## config.mk

```make
export PLATFORM = sky130hd
export DESIGN_NAME = ramb_sp_param
export DESIGN_NICKNAME = d
export VERILOG_FILES = /design/src/rtl/ramb_pkg.sv /design/src/rtl/ramb_clr_seq.sv /design/src/rtl/ramb_sp_param.sv
export SDC_FILE = /design/constraint.sdc
export NUM_CORES = 1
export LEC_CHECK = 0
export ABC_CLOCK_PERIOD_IN_PS = 6900
export CELL_PAD_IN_SITES_DETAIL_PLACEMENT = 0
export CELL_PAD_IN_SITES_GLOBAL_PLACEMENT = 1
export CORE_ASPECT_RATIO = 0.9
export CORE_MARGIN = 1
export CORE_UTILIZATION = 60
export CTS_CLUSTER_DIAMETER = 80
export DETAILED_ROUTE_END_ITERATION = 10
export PLACE_DENSITY_LB_ADDON = 0.1
export SYNTH_ARGS = -nofsm -noshare
export SYNTH_HDL_FRONTEND = slang
export SYNTH_SLANG_ARGS = --single-unit
export TNS_END_PERCENT = 50
```

## constraint.sdc

```tcl
create_clock -name clk -period 6.9 [get_ports clk]
set_input_delay 2.07 -clock clk [delete_from_list [all_inputs] [get_ports clk]]
set_output_delay 2.07 -clock clk [all_outputs]
set_load 0.01 [all_outputs]
```

## src/rtl/ramb_pkg.sv

```systemverilog
// rtl/ramb_pkg.sv - shared types and sizing helper for the parametrised RAM bank
package ramb_pkg;

  typedef enum logic [1:0] {
    RDW_NO_CHANGE,
    RDW_WRITE_FIRST,
    RDW_READ_FIRST
  } rdw_mode_t;

  typedef enum logic {
    CLEAR,
    IDLE
  } ramb_state_t;

  // Bits needed to index 'value' entries; never returns less than 1.
  function automatic int clog2(input int value);
    int r;
    r = 0;
    while ((1 << r) < value) begin
      r = r + 1;
    end
    return (r < 1) ? 1 : r;
  endfunction

endpackage

```

## src/rtl/ramb_clr_seq.sv

```systemverilog
// rtl/ramb_clr_seq.sv - zero-fill sequencer: walks every word once after reset or on request
module ramb_clr_seq
  import ramb_pkg::*;
#(
  parameter int DEPTH          = 128,
  parameter bit CLEAR_ON_RESET = 1'b1,
  parameter int CNT_W          = 7
) (
  input  logic             i_clk,
  input  logic             i_rstn,
  input  logic             i_clr_req,
  output logic [CNT_W-1:0] o_clr_addr,
  output logic             o_clr_we,
  output logic             o_busy
);

  localparam ramb_state_t RST_STATE = CLEAR_ON_RESET ? CLEAR : IDLE;
  localparam logic [CNT_W-1:0] LAST_ADDR = CNT_W'(DEPTH - 1);

  ramb_state_t      r_state;
  ramb_state_t      w_state_nxt;
  logic [CNT_W-1:0] r_cnt;
  logic [CNT_W-1:0] w_cnt_nxt;

  always_ff @(posedge i_clk or negedge i_rstn) begin
    if (!i_rstn) begin
      r_state <= RST_STATE;
      r_cnt   <= '0;
    end else begin
      r_state <= w_state_nxt;
      r_cnt   <= w_cnt_nxt;
    end
  end

  always_comb begin
    w_state_nxt = r_state;
    w_cnt_nxt   = r_cnt;
    o_clr_we    = 1'b0;
    o_busy      = 1'b0;
    case (r_state)
      CLEAR: begin
        o_clr_we = 1'b1;
        o_busy   = 1'b1;
        if (r_cnt == LAST_ADDR) begin
          w_state_nxt = IDLE;
          w_cnt_nxt   = '0;
        end else begin
          w_cnt_nxt = r_cnt + 1'b1;
        end
      end
      IDLE: begin
        if (i_clr_req) begin
          w_state_nxt = CLEAR;
          w_cnt_nxt   = '0;
        end
      end
      default: begin
        w_state_nxt = IDLE;
        w_cnt_nxt   = '0;
      end
    endcase
  end

  assign o_clr_addr = r_cnt;

endmodule

```

## src/rtl/ramb_sp_param.sv

```systemverilog
// rtl/ramb_sp_param.sv - single-port RAM bank with RDW mode, optional output register and clear
module ramb_sp_param
  import ramb_pkg::*;
#(
  parameter int                    ADDR_WIDTH     = 7,
  parameter int                    DATA_WIDTH     = 8,
  parameter int                    DEPTH          = 128,
  parameter rdw_mode_t             RDW_MODE       = RDW_NO_CHANGE,
  parameter int                    OUT_REG        = 0,
  parameter bit                    CLEAR_ON_RESET = 1'b1,
  parameter logic [DATA_WIDTH-1:0] CLR_VALUE      = '0
) (
  input  logic                  clk,
  input  logic                  rstN,
  input  logic                  cs,
  input  logic                  wr,
  input  logic [ADDR_WIDTH-1:0] wordAddr,
  input  logic [DATA_WIDTH-1:0] dataIn,
  input  logic                  clrReq,
  output logic [DATA_WIDTH-1:0] dataOut,
  output logic                  dataValid,
  output logic                  busy
);

  localparam int CNT_W = clog2(DEPTH);
  localparam logic [ADDR_WIDTH:0] DEPTH_W = (ADDR_WIDTH + 1)'(DEPTH);

  logic [DATA_WIDTH-1:0] r_mem [DEPTH];

  logic [CNT_W-1:0]      w_clr_addr;
  logic                  w_clr_we;
  logic                  w_busy;
  logic                  w_acc;
  logic                  w_in_range;
  logic [DATA_WIDTH-1:0] w_rd_word;
  logic [DATA_WIDTH-1:0] r_d1;
  logic                  r_v1;

  ramb_clr_seq #(
    .DEPTH          (DEPTH),
    .CLEAR_ON_RESET (CLEAR_ON_RESET),
    .CNT_W          (CNT_W)
  ) u_clr_seq (
    .i_clk      (clk),
    .i_rstn     (rstN),
    .i_clr_req  (clrReq),
    .o_clr_addr (w_clr_addr),
    .o_clr_we   (w_clr_we),
    .o_busy     (w_busy)
  );

  // clrReq wins over a same-cycle access; nothing is accepted while clearing
  assign w_acc      = cs && !w_busy && !clrReq;
  assign w_in_range = {1'b0, wordAddr} < DEPTH_W;
  assign w_rd_word  = w_in_range ? r_mem[wordAddr] : '0;
  assign busy       = w_busy;

  always_ff @(posedge clk) begin
    if (w_clr_we && rstN) begin
      r_mem[w_clr_addr] <= CLR_VALUE;
    end else if (w_acc && wr && w_in_range) begin
      r_mem[wordAddr] <= dataIn;
    end
  end

  always_ff @(posedge clk or negedge rstN) begin
    if (!rstN) begin
      r_d1 <= '0;
      r_v1 <= 1'b0;
    end else begin
      r_v1 <= 1'b0;
      if (w_acc) begin
        if (!wr) begin
          r_d1 <= w_rd_word;
          r_v1 <= 1'b1;
        end else if (RDW_MODE == RDW_WRITE_FIRST) begin
          r_d1 <= w_in_range ? dataIn : '0;
          r_v1 <= 1'b1;
        end else if (RDW_MODE == RDW_READ_FIRST) begin
          r_d1 <= w_rd_word;
          r_v1 <= 1'b1;
        end
      end
    end
  end

  if (OUT_REG != 0) begin : g_out_reg
    logic [DATA_WIDTH-1:0] r_d2;
    logic                  r_v2;

    // second stage keeps shifting during a clear so in-flight reads still emerge
    always_ff @(posedge clk or negedge rstN) begin
      if (!rstN) begin
        r_d2 <= '0;
        r_v2 <= 1'b0;
      end else begin
        r_d2 <= r_d1;
        r_v2 <= r_v1;
      end
    end

    assign dataOut   = r_d2;
    assign dataValid = r_v2;
  end else begin : g_no_out_reg
    assign dataOut   = r_d1;
    assign dataValid = r_v1;
  end

endmodule
```

==> results of run 1 <==
-- worst max-delay path: stages --
cell	delay (ps)
clkdlybuf4s50_1	560
nand4b_1	310
buf_4	260
o31ai_1	1050
nand2_1	560
nor2_1	870
-- sequential cells by signal (all words and copies together) (netlist names) --
register	count
dataOut	8
dataValid	1
r_mem	1024
u_clr_seq.o_clr_addr	7
u_clr_seq.r_state	1
-- power groups by stage --
stage | sequential, mW | clock, mW | combinational (mW)
2_1_floorplan | 7.17 | 0 | 0.610
3_3_place_gp | 7.20 | 0 | 0.997
3_5_place_dp | 7.21 | 0 | 1.00
4_1_cts | 7.08 | 5.52 | 1.01
5_1_grt | 7.09 | 5.76 | 1.07
6_report | 7.08 | 5.48 | 1.02
-- cells in the mapped netlist, types with 14 or more instances --
| master | instances | area [um^2] |
|---|---|---|
| buf_6 | 26 | 293 |
| buf_2 | 20 | 100 |
| clkbuf_1 | 58 | 218 |
| o21ai_0 | 35 | 175 |
| a221oi_1 | 16 | 140 |
| a21oi_1 | 48 | 240 |
| and2_1 | 17 | 106 |
| a22oi_1 | 14 | 105 |
| mux4_2 | 180 | 4050 |
| a31oi_1 | 15 | 93.8 |
| nand2_1 | 86 | 323 |
| edfxtp_1 | 1024 | 30700 |
| mux2i_1 | 187 | 1870 |
| o22ai_1 | 32 | 200 |
| nor2_1 | 145 | 544 |
| o221ai_1 | 40 | 350 |
| dfrtp_1 | 17 | 425 |
| nand3_1 | 18 | 90.1 |
-- cells by family after synthesis --
kind of cell | after synthesis | synth area share [%]
AO/OA/AOI/OAI | 261 | 4.39
XOR/XNOR | 3 | 0.0637
buffers and inverters | 137 | 2.10
multiplexers | 374 | 14.6
AND/OR/NAND/NOR | 310 | 3.26
flip-flops | 1041 | 75.6
adder cells (fa/ha/maj) | 1 | 0.0303
-- per-stage QoR --
stage / power (mW) / cells / util (%) / hold slack, ps
after floorplan: 7.78 / 2127 / - / 511
after global placement: 8.20 / 2959 / 62.7 / 553
after detailed placement: 8.21 / 2959 / 62.7 / 575
after CTS: 13.6 / 3141 / 67.6 / 601
after global routing: 13.9 / 3141 / 67.6 / 587
final: 13.6 / 3144 / 67.6 / 589
-- worst paths after layout --
check / from / endpoint
max: clrReq / r_mem[15][5]
min in group asynchronous: rstN / u_clr_seq.o_clr_addr[4]
max in group asynchronous: rstN / dataOut[5]
max reg2reg: u_clr_seq.r_state / r_mem[15][5]
min: dataOut[0] / dataOut[0]
min reg2reg: dataOut[0] / dataOut[0]
-- final cells by class --
type / count / area, um^2 / area share (%)
antenna: 3 / 7.51 / 0.0165
tap: 874 / 1090 / 2.40
clock inverter: 56 / 551 / 1.21
inverter: 12 / 45.0 / 0.0988
multi-input combinational: 949 / 9220 / 20.2
timing repair buffer: 83 / 757 / 1.66
sequential: 1041 / 31200 / 68.4
clock buffer: 126 / 2730 / 6.00
-- routing by layer --
layer / track usage, % / up-vias / wire (um)
met5: 0 / - / 13
met4: 5.92 / 2 / 1950
met3: 5.77 / 145 / 9790
met2: 44.0 / 1131 / 46300
met1: 45.7 / 11300 / 42100
li1: - / 8826 / -
==> results.toml, run 1 <==
[sta]
setup_viol = 0
finalCriticalPeriod_ps = 5420
fin_tns_setup_ps = 0
max_freq_ghz = 0.185
grt_setup_unrepaired = "false"
hold_viol = 0
max_slew_margin_pct = 12.0
drv_slew = 0
fin_skew_ps = 23.1
post-route-period-util_pct = 78.5
tightestPinTransition_ps = 1310
timing.final.ws_setup_ps = 1480

[min_path]
min_path_cells = 1
hold_path.class = "register to register"

[floorplan]
io_pins = 30
die_area_um2 = 69800
row_count = 90
die_h_um = 251
initial_core_util_pct = 61.1
core_um2 = 67500
die_x_um = 278

[yosys]
yosysSeqAreaShare_pct = 75.6
async_reset_ff_share_pct = 1.63
synth_area_um2 = 41200
yosysWarnings = 0
syn_inst = 2127
syn-num-nets = 2148
ys_types = 55
synth-edff-count = 1024
synthFlopType = "edfxtp_1"
synth_seq_cells = 1041
avgSynthCellArea_um2 = 19.4

[global_route]
gr-total-overflow = 0
grt_start_max_net_pins = 84
grt_usage_pct = 29.4
grt_pass1_wl_um = 146000
antenna_found_initial = 1
grt_pass1_vias = 20900

[finish]
syn2layout_area_growth_pct = 10.5
final_common_cell = "edfxtp_1"
fin_area_um2 = 45600
n_fill_cell = 4310
drive_above_1_share_pct = 18.3
fin_nets = 2209
final_cell_mix = "1024 x edfxtp_1, 187 x mux2i_1, 180 x mux4_2"

[clock_network]
clockBufferDepth = 3
clkLatencyLatePin_ps = 650
clk_pin_slew_ps = 60
cts_tree = "yes"
cts_setup_buffers = 0
cts_hold_buf = 0
htreeDepth = 3
clkSinkCount = 1041
cts-root-buf = "clkbuf_16"
numCtsBuffers = 101
cts_resized = 0

[critical_path]
cp_data_arrival_time_ps = 5680
path_max_fanout = 23
reg2reg_setup_slack_ps = 2930
ff2ff_path_depth = 5
worstPathRequired_ps = 7160
criticalPathCategory = "primary input to register"
crit_path_start_kind = "primary input"
end_kind = "register"

[power]
p_leak_nw = 14.8
peakVddDrop_uv = 217
p_per_area_nw_per_um2 = 298
swShare_pct = 22.7
clock_power_share_pct = 40.3
power_frac_comb_pct = 7.5
seqPwrFrac_pct = 52.1
p_int_mw = 10.5
power_switching_mw = 3.08

[drt]
route.detailed.drc = 0
ant_nets = 0
dr.pass1.iters = 7
drt_iter0_drc = 2651
wl_per_cell_um = 31.9
routed_via_density = 6.81
routed_wl_um = 100000
vias = 21400

[outcome]
status = "completed"

[placement]
gp_congestion = 0.849
portBuffers = 29
post_dp_cell_area_um2 = 42300
hpwl_um = 61500
pre_cts_ws_ps = 1020

[flow_run]
maxCapViolations = 0
(Power assumes the default switching activity.)
==> run 2, diff against run 1 <==
- ABC_CLOCK_PERIOD_IN_PS: 6900 -> 4700
- CORE_UTILIZATION: 60 -> 50
- clock period: 6.9 -> 4.7 ns (I/O delays scaled with it)
==> run 2 against run 1 <==
  * Cell area increased by 4.7%
  * Global-route usage fell by 4.5 points
  * Sequential share of layout area decreased by 3.0 points
  * Largest cell class unchanged
  * Register-to-register slack got worse by 1600 ps
  * Clock skew is 1.2 ps lower
  * Sequential cell count unchanged
  * Core utilization decreased by 9.0 points
==> results.toml, run 2 (synthesis gave the netlist of run 1 again) <==
[outcome]
status = "completed"

[floorplan]
die_x_um = 305
die_area_um2 = 83600
die_h_um = 274
io_pins = 30
initial_core_util_pct = 50.7
core_um2 = 81400
row_count = 99

[sta]
max_freq_ghz = 0.263
tightestPinTransition_ps = 780
fin_skew_ps = 22.0
setup_viol = 0
fin_tns_setup_ps = 0
drv_slew = 0
post-route-period-util_pct = 80.8
finalCriticalPeriod_ps = 3800
max_slew_margin_pct = 48.0
hold_viol = 0
grt_setup_unrepaired = "false"

[drt]
routed_wl_um = 102000
dr_wl_met3_um = 8090
wl_per_cell_um = 29.1
met1Wirelength_um = 44900
drt_iter0_drc = 2301
highest_layer = "met5"
met2_length_um = 46900
routed_via_density = 6.07
ant_nets = 0
dr.pass1.iters = 6
route.detailed.drc = 0
vias = 21400

[critical_path]
r2r_end = "r_mem[20][6]"
reg2reg_setup_slack_ps = 1380
criticalPathCategory = "primary input to register"
end_kind = "register"
path_max_fanout = 8
worstPathRequired_ps = 5080
cp_data_arrival_time_ps = 4180
crit_path_start = "clrReq"
crit_path_start_kind = "primary input"
worstReg2RegStart = "u_clr_seq.r_state"
ff2ff_path_depth = 8

[clock_network]
cts_setup_buffers = 0
clockBufferDepth = 3
cts_resized = 0
clkSinkCount = 1041
clkLatencyLatePin_ps = 680
cts_hold_buf = 0
numCtsBuffers = 102
clk_pin_slew_ps = 60
htreeDepth = 3
cts-root-buf = "clkbuf_16"
cts_tree = "yes"

[finish]
largest_reg_flops = 1024
n_antenna_cell = 0
syn2layout_area_growth_pct = 15.7
final_common_cell = "edfxtp_1"
largest_register = "r_mem"
multi_input_area_um2 = 9220
final_cell_mix = "1024 x edfxtp_1, 219 x buf_4, 187 x mux2i_1"
drive_above_1_share_pct = 24.8
seq_area_um2 = 31200
fin_nets = 2400
n_fill_cell = 5939

[power]
peakVddDrop_uv = 298
p_per_area_nw_per_um2 = 430
p_leak_nw = 15.9
finalPower_mw = 20.5

[min_path]
min_to = "dataOut[7]"
hp-start = "dataOut[7]"
hold_path.class = "register to register"
min_path_cells = 1

[global_route]
grt_pass1_vias = 21600
grt_pass1_wl_um = 149000
gr-total-overflow = 0
grt_usage_pct = 24.9
grt_start_max_net_pins = 129
antenna_found_initial = 1

[flow_run]
maxCapViolations = 0

[placement]
portBuffers = 29
hpwl_um = 65500
gp_congestion = 0.857
-- run 2: cell count changes in the layout (fill, tap and decap cells not counted), moves of 2 or more --
cell,change
buf_12,+20
diode_2,-3
clkbuf_1,-5
clkinvlp_4,+4
clkbuf_8,-4
bufinv_16,+7
clkinv_1,+6
inv_16,+2
buf_4,+170
-- run 2: worst max-delay path by stage --
stage / end / slack [ps] / depth (start not counted)
6_report: r_mem[20][6] / 900 / 9
5_1_grt: r_mem[125][2] / 740 / 10
4_1_cts: dataOut[6] / 940 / 8
3_5_place_dp: dataOut[6] / 220 / 8
3_3_place_gp: dataOut[6] / 240 / 8
2_1_floorplan: r_mem[0][0] / 320 / 4
-- run 2: worst max-delay path: stages --
cell and delay [ps]:
clkdlybuf4s50_1 430, nand4b_1 500, nor2_1 290, a21oi_1 100, or2_2 360, nand2b_1 350
buf_4 290, nor2_1 210, buf_4 220
-- run 2: per-stage QoR --
step | instance area, um^2 | cells | setup WS, ps | utilization, % | hold slack [ps]
final | 47700 | 3527 | 903 | 58.6 | 537
after global routing | 47700 | 3527 | 741 | 58.6 | 537
after CTS | 47700 | 3527 | 942 | 58.6 | 536
after detailed placement | 44200 | 3335 | 221 | 54.3 | 522
after global placement | 44200 | 3335 | 237 | 54.3 | 540
after floorplan | 41200 | 2127 | 320 | - | 511
-- run 2: layout make-up --
class | instances | share of cell area (%)
repair buffers | 273 | 5.10
multi-input cells | 949 | 19.3
flip-flops and latches | 1041 | 65.3
clock inverters | 76 | 1.82
well taps | 1060 | 2.78
clock buffers | 116 | 5.52
inverters | 12 | 0.0970
-- run 2: report_power, final --
part	switching [mW]	internal, mW	total (mW)
logic	0.999	0.632	1.63
clock network	3.50	4.99	8.49
registers	0.119	10.3	10.4
total	4.62	15.9	20.5
-- run 2: layer usage --
layer / up-vias / global-route usage (%)
li1: 9217 / -
met1: 11200 / 36.2
met2: 846 / 38.1
met3: 144 / 5.65
met4: 2 / 6.92
met5: - / 0
